==> src/rtl/fpg8_loader_pkg.sv <==
// Shared types for the FPG8 serial loader: loader/receiver state encodings
// and the word-count rule (a count byte of 0 stands for a full 256-word image).
package fpg8_loader_pkg;

  typedef enum logic [2:0] {IDLE, HI, LO, WR, CHK, DONE, ERR} state_t;

  typedef enum logic [1:0] {RX_IDLE, RX_START, RX_DATA, RX_STOP} rx_state_t;

  localparam int COUNT_WIDTH = 9;

  function automatic logic [COUNT_WIDTH-1:0] decode_count(input logic [7:0] n);
    return (n == 8'd0) ? COUNT_WIDTH'(256) : COUNT_WIDTH'(n);
  endfunction

endpackage

==> src/rtl/fpg8_serial_loader_uart_rx.sv <==
// 8N1 UART byte receiver: 2-flop sync, mid-bit sampling, one-cycle byte_valid/byte_err.
// Latency ~9.5 bit times + 2 cycles from start edge; no backpressure, bytes must be consumed on arrival.
module uart_rx_byte
  import fpg8_loader_pkg::*;
#(
  parameter int CLKS_PER_BIT = 104
) (
  input  logic       clk,
  input  logic       reset,
  input  logic       rx,
  output logic       byte_valid,
  output logic       byte_err,
  output logic [7:0] data
);

  localparam int CW = $clog2(CLKS_PER_BIT);
  localparam logic [CW-1:0] HALF_LAST = CW'(CLKS_PER_BIT / 2 - 1);
  localparam logic [CW-1:0] BIT_LAST  = CW'(CLKS_PER_BIT - 1);

  logic            rx_meta;
  logic            rx_sync;
  logic            rx_prev;
  logic [CW-1:0]   cnt;
  logic [2:0]      bit_idx;
  logic [7:0]      shreg;
  rx_state_t       st;

  always_ff @(posedge clk) begin
    if (reset) begin
      rx_meta    <= 1'b1;
      rx_sync    <= 1'b1;
      rx_prev    <= 1'b1;
      st         <= RX_IDLE;
      cnt        <= '0;
      bit_idx    <= '0;
      shreg      <= '0;
      data       <= '0;
      byte_valid <= 1'b0;
      byte_err   <= 1'b0;
    end else begin
      rx_meta    <= rx;
      rx_sync    <= rx_meta;
      rx_prev    <= rx_sync;
      byte_valid <= 1'b0;
      byte_err   <= 1'b0;
      case (st)
        RX_IDLE: begin
          cnt <= '0;
          if (rx_prev && !rx_sync) st <= RX_START;
        end
        // A line that is high again at mid-start was only a glitch.
        RX_START: begin
          if (cnt == HALF_LAST) begin
            cnt     <= '0;
            bit_idx <= '0;
            st      <= rx_sync ? RX_IDLE : RX_DATA;
          end else begin
            cnt <= cnt + CW'(1);
          end
        end
        RX_DATA: begin
          if (cnt == BIT_LAST) begin
            cnt     <= '0;
            shreg   <= {rx_sync, shreg[7:1]};
            bit_idx <= bit_idx + 3'd1;
            if (bit_idx == 3'd7) st <= RX_STOP;
          end else begin
            cnt <= cnt + CW'(1);
          end
        end
        RX_STOP: begin
          if (cnt == BIT_LAST) begin
            cnt <= '0;
            st  <= RX_IDLE;
            if (rx_sync) begin
              byte_valid <= 1'b1;
              data       <= shreg;
            end else begin
              byte_err <= 1'b1;
            end
          end else begin
            cnt <= cnt + CW'(1);
          end
        end
        default: st <= RX_IDLE;
      endcase
    end
  end

endmodule

==> src/rtl/fpg8_serial_loader.sv <==
// Loads a count/words/checksum image from UART into the core RAM, holding the core in reset meanwhile.
// Write strobe 1 cycle after the low byte; done/hold change 1 cycle after the checksum byte; no backpressure.
module fpg8_serial_loader
  import fpg8_loader_pkg::*;
#(
  parameter int CLKS_PER_BIT = 104,
  parameter int ADDR_WIDTH   = 8,
  parameter int DATA_WIDTH   = 16
) (
  input  logic                  clk,
  input  logic                  reset,
  input  logic                  rx,
  output logic [ADDR_WIDTH-1:0] ram_addr,
  output logic [DATA_WIDTH-1:0] ram_wdata,
  output logic                  ram_w_en,
  output logic                  core_hold,
  output logic                  load_done,
  output logic                  load_err
);

  logic                   byte_valid;
  logic                   byte_err;
  logic [7:0]             rx_data;
  state_t                 state;
  logic [COUNT_WIDTH-1:0] count_rem;
  logic [7:0]             checksum;
  logic [7:0]             hi_byte;

  uart_rx_byte #(
    .CLKS_PER_BIT(CLKS_PER_BIT)
  ) u_rx (
    .clk       (clk),
    .reset     (reset),
    .rx        (rx),
    .byte_valid(byte_valid),
    .byte_err  (byte_err),
    .data      (rx_data)
  );

  always_ff @(posedge clk) begin
    if (reset) begin
      state     <= IDLE;
      count_rem <= '0;
      checksum  <= '0;
      hi_byte   <= '0;
      ram_addr  <= '0;
      ram_wdata <= '0;
      ram_w_en  <= 1'b0;
      core_hold <= 1'b1;
      load_done <= 1'b0;
      load_err  <= 1'b0;
    end else begin
      ram_w_en <= 1'b0;
      if (byte_err && state != DONE && state != ERR) begin
        state    <= ERR;
        load_err <= 1'b1;
      end else begin
        case (state)
          IDLE: if (byte_valid) begin
            count_rem <= decode_count(rx_data);
            checksum  <= '0;
            ram_addr  <= '0;
            state     <= HI;
          end
          HI: if (byte_valid) begin
            hi_byte  <= rx_data;
            checksum <= checksum + rx_data;
            state    <= LO;
          end
          // Data and strobe are registered here so they are valid during WR.
          LO: if (byte_valid) begin
            checksum  <= checksum + rx_data;
            ram_wdata <= DATA_WIDTH'({hi_byte, rx_data});
            ram_w_en  <= 1'b1;
            state     <= WR;
          end
          WR: begin
            ram_addr  <= ram_addr + ADDR_WIDTH'(1);
            count_rem <= count_rem - COUNT_WIDTH'(1);
            state     <= (count_rem == COUNT_WIDTH'(1)) ? CHK : HI;
          end
          CHK: if (byte_valid) begin
            if (rx_data == checksum) begin
              state     <= DONE;
              core_hold <= 1'b0;
              load_done <= 1'b1;
            end else begin
              state    <= ERR;
              load_err <= 1'b1;
            end
          end
          DONE: state <= DONE;
          ERR:  state <= ERR;
          default: state <= ERR;
        endcase
      end
    end
  end

endmodule

==> config.mk <==
export PLATFORM = sky130hd
export DESIGN_NAME = fpg8_serial_loader
export DESIGN_NICKNAME = d
export VERILOG_FILES = /design/src/rtl/fpg8_loader_pkg.sv /design/src/rtl/fpg8_serial_loader_uart_rx.sv /design/src/rtl/fpg8_serial_loader.sv
export SDC_FILE = /design/constraint.sdc
export NUM_CORES = 1
export LEC_CHECK = 0
export CAP_MARGIN = 20
export CORE_MARGIN = 8
export CORE_UTILIZATION = 45
export DETAILED_ROUTE_END_ITERATION = 6
export GPL_ROUTABILITY_DRIVEN = 1
export PLACE_DENSITY = 0.74
export SLEW_MARGIN = 10
export SYNTH_ARGS = -nofsm -noshare
export SYNTH_HDL_FRONTEND = slang
export SYNTH_HIERARCHICAL = 1
export SYNTH_SLANG_ARGS = --single-unit
==> constraint.sdc <==
create_clock -name clk -period 2.3 [get_ports clk]
set_clock_uncertainty 0.05 [all_clocks]
set_input_delay 0.23 -clock clk [delete_from_list [all_inputs] [get_ports clk]]
set_output_delay 0.23 -clock clk [all_outputs]
set_load 0.005 [all_outputs]
Word-level counts from Yosys, hierarchy flattened
Cells that the tools add are included.
- add/subtract/negate cells: 5
- equality and inequality tests: 30
- mux-type cells: 35
- reductions and logical operators: 29
- bitwise operators: 4
- operators by type and width (kind ; count):
    case mux 8 bit (2 select lines) ; 2
    2-to-1 mux 3 bit ; 8
    case mux 7 bit (3 select lines) ; 1
    != test 2 x 1 -> 1 bit, second input constant ; 10
    2-to-1 mux 9 bit ; 2
    case mux 3 bit (6 select lines) ; 1
    case mux 9 bit (2 select lines) ; 1
    AND reduction 3 bit ; 6
    2-to-1 mux 8 bit ; 2
    AND reduction 4 bit ; 4
    2-to-1 mux 2 bit ; 7
    2-to-1 mux 7 bit ; 2
    != test 3 x 2 -> 1 bit, second input constant ; 4
    nonzero test 2 bit ; 5
    == test 3 bit, second input constant ; 3
    == test 9 x 1 -> 1 bit, second input constant ; 1
    subtractor 9 x 1 -> 9 bit, second input constant ; 1
    adder 8 x 1 -> 8 bit, second input constant ; 1
    adder 8 bit ; 1
    == test 8 bit ; 1
    logical NOT 8 bit ; 1
    case mux 2 bit (4 select lines) ; 1
    adder 7 x 1 -> 7 bit, second input constant ; 1
    == test 7 x 6 -> 1 bit, second input constant ; 1
    19 further kinds ; 36
- word-level logic and storage cells: 124
- flip-flop bits (word level): 89
- output and inout port bits: 28
- input bits: 3

Logic depth before layout (Yosys ltp)
- depth after elaboration: 5
- depth in mapped cells: 7
- depth with buffers taken out: 7

Hierarchy
Netlist, hierarchy kept.
- by module, submodules not included (module ; seq. area each (µm²) ; area an instance (µm²) ; cells an instance ; times used):
    fpg8_serial_loader ; 1121.1 ; 2733.9 ; 328 ; 1
    uart_rx_byte ; 660.6 ; 1562.7 ; 169 ; 1

Worst setup path before layout
OpenSTA, ideal clock, no wires.
- path kind: reg2reg
- start: reg u_rx.data[1]
- end: reg core_hold
- setup time: 114 ps
- data arrival time: 1995 ps
- cell stages (with the launch flop): 6
- data required time: 2136 ps
- path slack: 141 ps
- period minus slack after synthesis: 2159 ps
- path buffers: 0
- cells stage by stage: dfxtp_1 ha_1 or4_4 a211oi_4 or3b_1 a21o_1
- longest elaborated chain between the ends: 2
- RTL lines (element ; line ; source):
    from (decl) ; fpg8_serial_loader_uart_rx.sv:13 ; output logic [7:0] data
    from (signal assigned) ; fpg8_serial_loader_uart_rx.sv:77 ; data <= shreg;
    == test 8 bit ; fpg8_serial_loader.sv:83 ; if (rx_data == checksum) begin
    AND reduction 4 bit (no source line) ; - ;
    to (signal assigned) ; fpg8_serial_loader.sv:49 ; core_hold <= 1'b1;
    to (signal assigned) ; fpg8_serial_loader.sv:85 ; core_hold <= 1'b0;
    to (decl) ; fpg8_serial_loader.sv:16 ; output logic core_hold,
No other way between the ends.
A chain may end at the register's enable or synchronous reset.

Worst setup path in the final report
- start: reg checksum[1]
- end: reg core_hold
- longest elaborated chain between the ends: 2
- RTL lines (element ; line ; source):
    from (decl) ; fpg8_serial_loader.sv:26 ; logic [7:0] checksum;
    from (signal assigned) ; fpg8_serial_loader.sv:67 ; checksum <= checksum + rx_data;
    from (signal assigned) ; fpg8_serial_loader.sv:72 ; checksum <= checksum + rx_data;
    == test 8 bit ; fpg8_serial_loader.sv:83 ;
    AND reduction 4 bit (no source line) ; - ;
No other way between the ends.

==> metrics.txt <==
vias per inst 5.46; area of placed instances 0.00474 mm²; Crit path arrival time 2.43 ns; num rows 35; worst skew pair latency 0.37 ns; Max Slew Vio Count 0; global-route usage over all layers 15.3%; fin crit share 96.1%; layout cells sized above 1 9.47%; Post-Synthesis Cells 497; Final Power 2630 µW; M1 GR Usage 20.1%; status complete, no violations; Die Wd 114 µm; Final Hold Viols 0; Post-CTS Setup Repair Bufs 0; post-cts sizing count 0; vias in the first global route 3363; Crit. Startpoint checksum[1]; Slew @ Worst Pin 0.581 ns; Starting Density 46.5%; GR Overflow Total 0; Synth cell types 63; Power Dens Cells 534 mW/mm²; Pre-antenna DRT Iters 4; Rel. slew slack 61.2%; Syn Area/Cell 8.65 µm²; Initial DRC Count 195; maximum VDD drop 0.361 mV; final instance area 0.00492 mm²; CTS buffer count 9; syn_nets 515; global-route wire length before repair 16300 µm; IO buf count 30; setup_tns 0 ns; hold_buf cts 0; synth warn 6; Area Overhead vs Synth 14.6%; IO Count 31; fmax 452 MHz; Final ANT Viol Nets 0; die area 0.0129 mm²; RR Startpoint checksum[1]; # diodes 0; Hold Startpoint reset; CP required 2.51 ns; Max-Cap Viols 0; Sink Count 89; clk root buf clkbuf_8; met3 Use GR 3.17%; Primary FF master, synth dfxtp_1; Die H 114 µm; Worst Hold End hi_byte[6]; Placer Congestion 0.883; #FFs+latches synth 89; worst reg2reg endpoint core_hold; Clk pin slew, worst setup/hold paths 0.10 ns; initial antenna violation count 0; Most Used Layer, Global Route met2; kind of end point of the critical path flop; TritonCTS clock tree built; Hold Crit Class in2reg; mapped cell area 0.00430 mm²; worst hold stages 2; Post-synth ARST share 0%; post-route minimum period 2.21 ns; RSZ-0062 raised after global routing false; WL per Instance 14.4 µm; Worst R2R Setup Slack 0.09 ns; reg2reg path depth 5; detailed-route via count 3588; top post-synthesis cells by area dfxtp_1 41%, a21oi_1 5.1%, nand2_1 5.0%; most frequent cell after synthesis dfxtp_1; CP max FO 4; CP startpoint kind flop; met2 Usage GRT 23.7%; synth cell count leaders 89 x dfxtp_1, 57 x nand2_1, 44 x a21oi_1; leak pwr 0.00177 µW; sequential share of the synthesized area 41.5%; Max clock buf depth 2; H-Tree Depth 3; top cell type's share of synthesized area 41.5%; DRT Wirelength 9460 µm; EDFF count, synth 0; DP Wirelength 6750 µm; critical path class reg2reg; pin count of the biggest net entering global routing 32; post-route DRC violation count 0; fin nets 541; cell accounting for the most synthesized area dfxtp_1; Fillers 847; Final setup viols 0; Core ar. 0.00924 mm²
-- cell usage in the layout, fill, tap and decap left out, types with 7 or more instances in the layout --
master / Yosys / routed
xor2_1: 9 / 9
mux2i_1: 16 / 16
clkbuf_8: 0 / 9
a21oi_1: 44 / 44
o21ai_0: 19 / 19
nand2b_1: 21 / 21
nand3_1: 11 / 11
xnor2_1: 7 / 7
nor2_1: 37 / 37
nand4_1: 11 / 11
a22oi_1: 8 / 8
o31ai_1: 10 / 10
buf_4: 1 / 19
ha_1: 14 / 14
nor3_1: 9 / 9
a211oi_1: 9 / 9
dfxtp_1: 89 / 89
nand2_1: 57 / 57
clkdlybuf4s50_1: 0 / 29
inv_1: 9 / 9
-- final cells by class --
type                    instances  area [µm²]  area share [%]
multi-input cells             365        2320            47.2
flip-flops and latches         89        1780            36.2
repair buffers                 49         438            8.90
well taps                     129         161            3.28
clock buffers                   9         124            2.52
clock inverters                 7        61.3            1.25
inverters                       9        33.8           0.686
-- worst max path at each step --
stage	endpoint	slack [ns]	cells after the start
finish	core_hold	0.09	5
global route	state[0]	0.004	6
CTS	core_hold	0.08	5
detailed placement	core_hold	0.11	5
global placement	core_hold	0.13	5
floorplan	core_hold	0.14	5
-- sequential cells by signal (all words and copies together), names as in the netlist, named ones only --
register and cells:
ram_wdata 16, count_rem 9, checksum 8, hi_byte 8, ram_addr 8, u_rx/data 8
u_rx/shreg 8, u_rx/cnt 7, state 3, u_rx/bit_idx 3, core_hold 1, load_done 1
load_err 1, ram_w_en 1, u_rx/byte_err 1, u_rx/byte_valid 1, u_rx/rx_meta 1, u_rx/rx_prev 1
u_rx/rx_sync 1, u_rx/st 1
-- power breakdown --
group	switching (µW)	leakage, µW	internal (µW)
clock network	618	0.0000940	415
logic	32.6	0.000958	17.9
registers	4.39	0.000717	1540
-- cell families after synthesis --
logic type	Yosys count	share of synthesized area, %
buf+inv	43	4.63
flops	89	41.5
compound gates	126	19.0
xor+xnor	16	3.26
mux	16	3.73
simple gates	192	23.4
fa+ha+maj	15	4.54
-- routing by layer --
layer,part of all wire [%],vias up
li1,-,1826
met1,48,1686
met2,46,61
met3,3.8,15
met4,2.0,0
met5,0,-
-- metrics by stage --
step                setup slack, ns  util (%)  std cells  hold WS [ns]
global placement              0.131      51.3        641         0.346
detailed placement            0.108      51.3        641         0.345
CTS                          0.0830      53.3        657         0.240
finish                       0.0886      53.3        657         0.258
floorplan                     0.141         -        497         0.284
global route                0.00352      53.3        657         0.254
-- worst max-delay path, cell delays in order, from the launching register on --
cell and delay [ns]:
dfxtp_1 0.39, ha_1 0.27, or4_4 0.56, a211oi_4 0.25, or3b_1 0.40, a21o_1 0.18
Note: power is estimated with default switching activity, not from simulation.
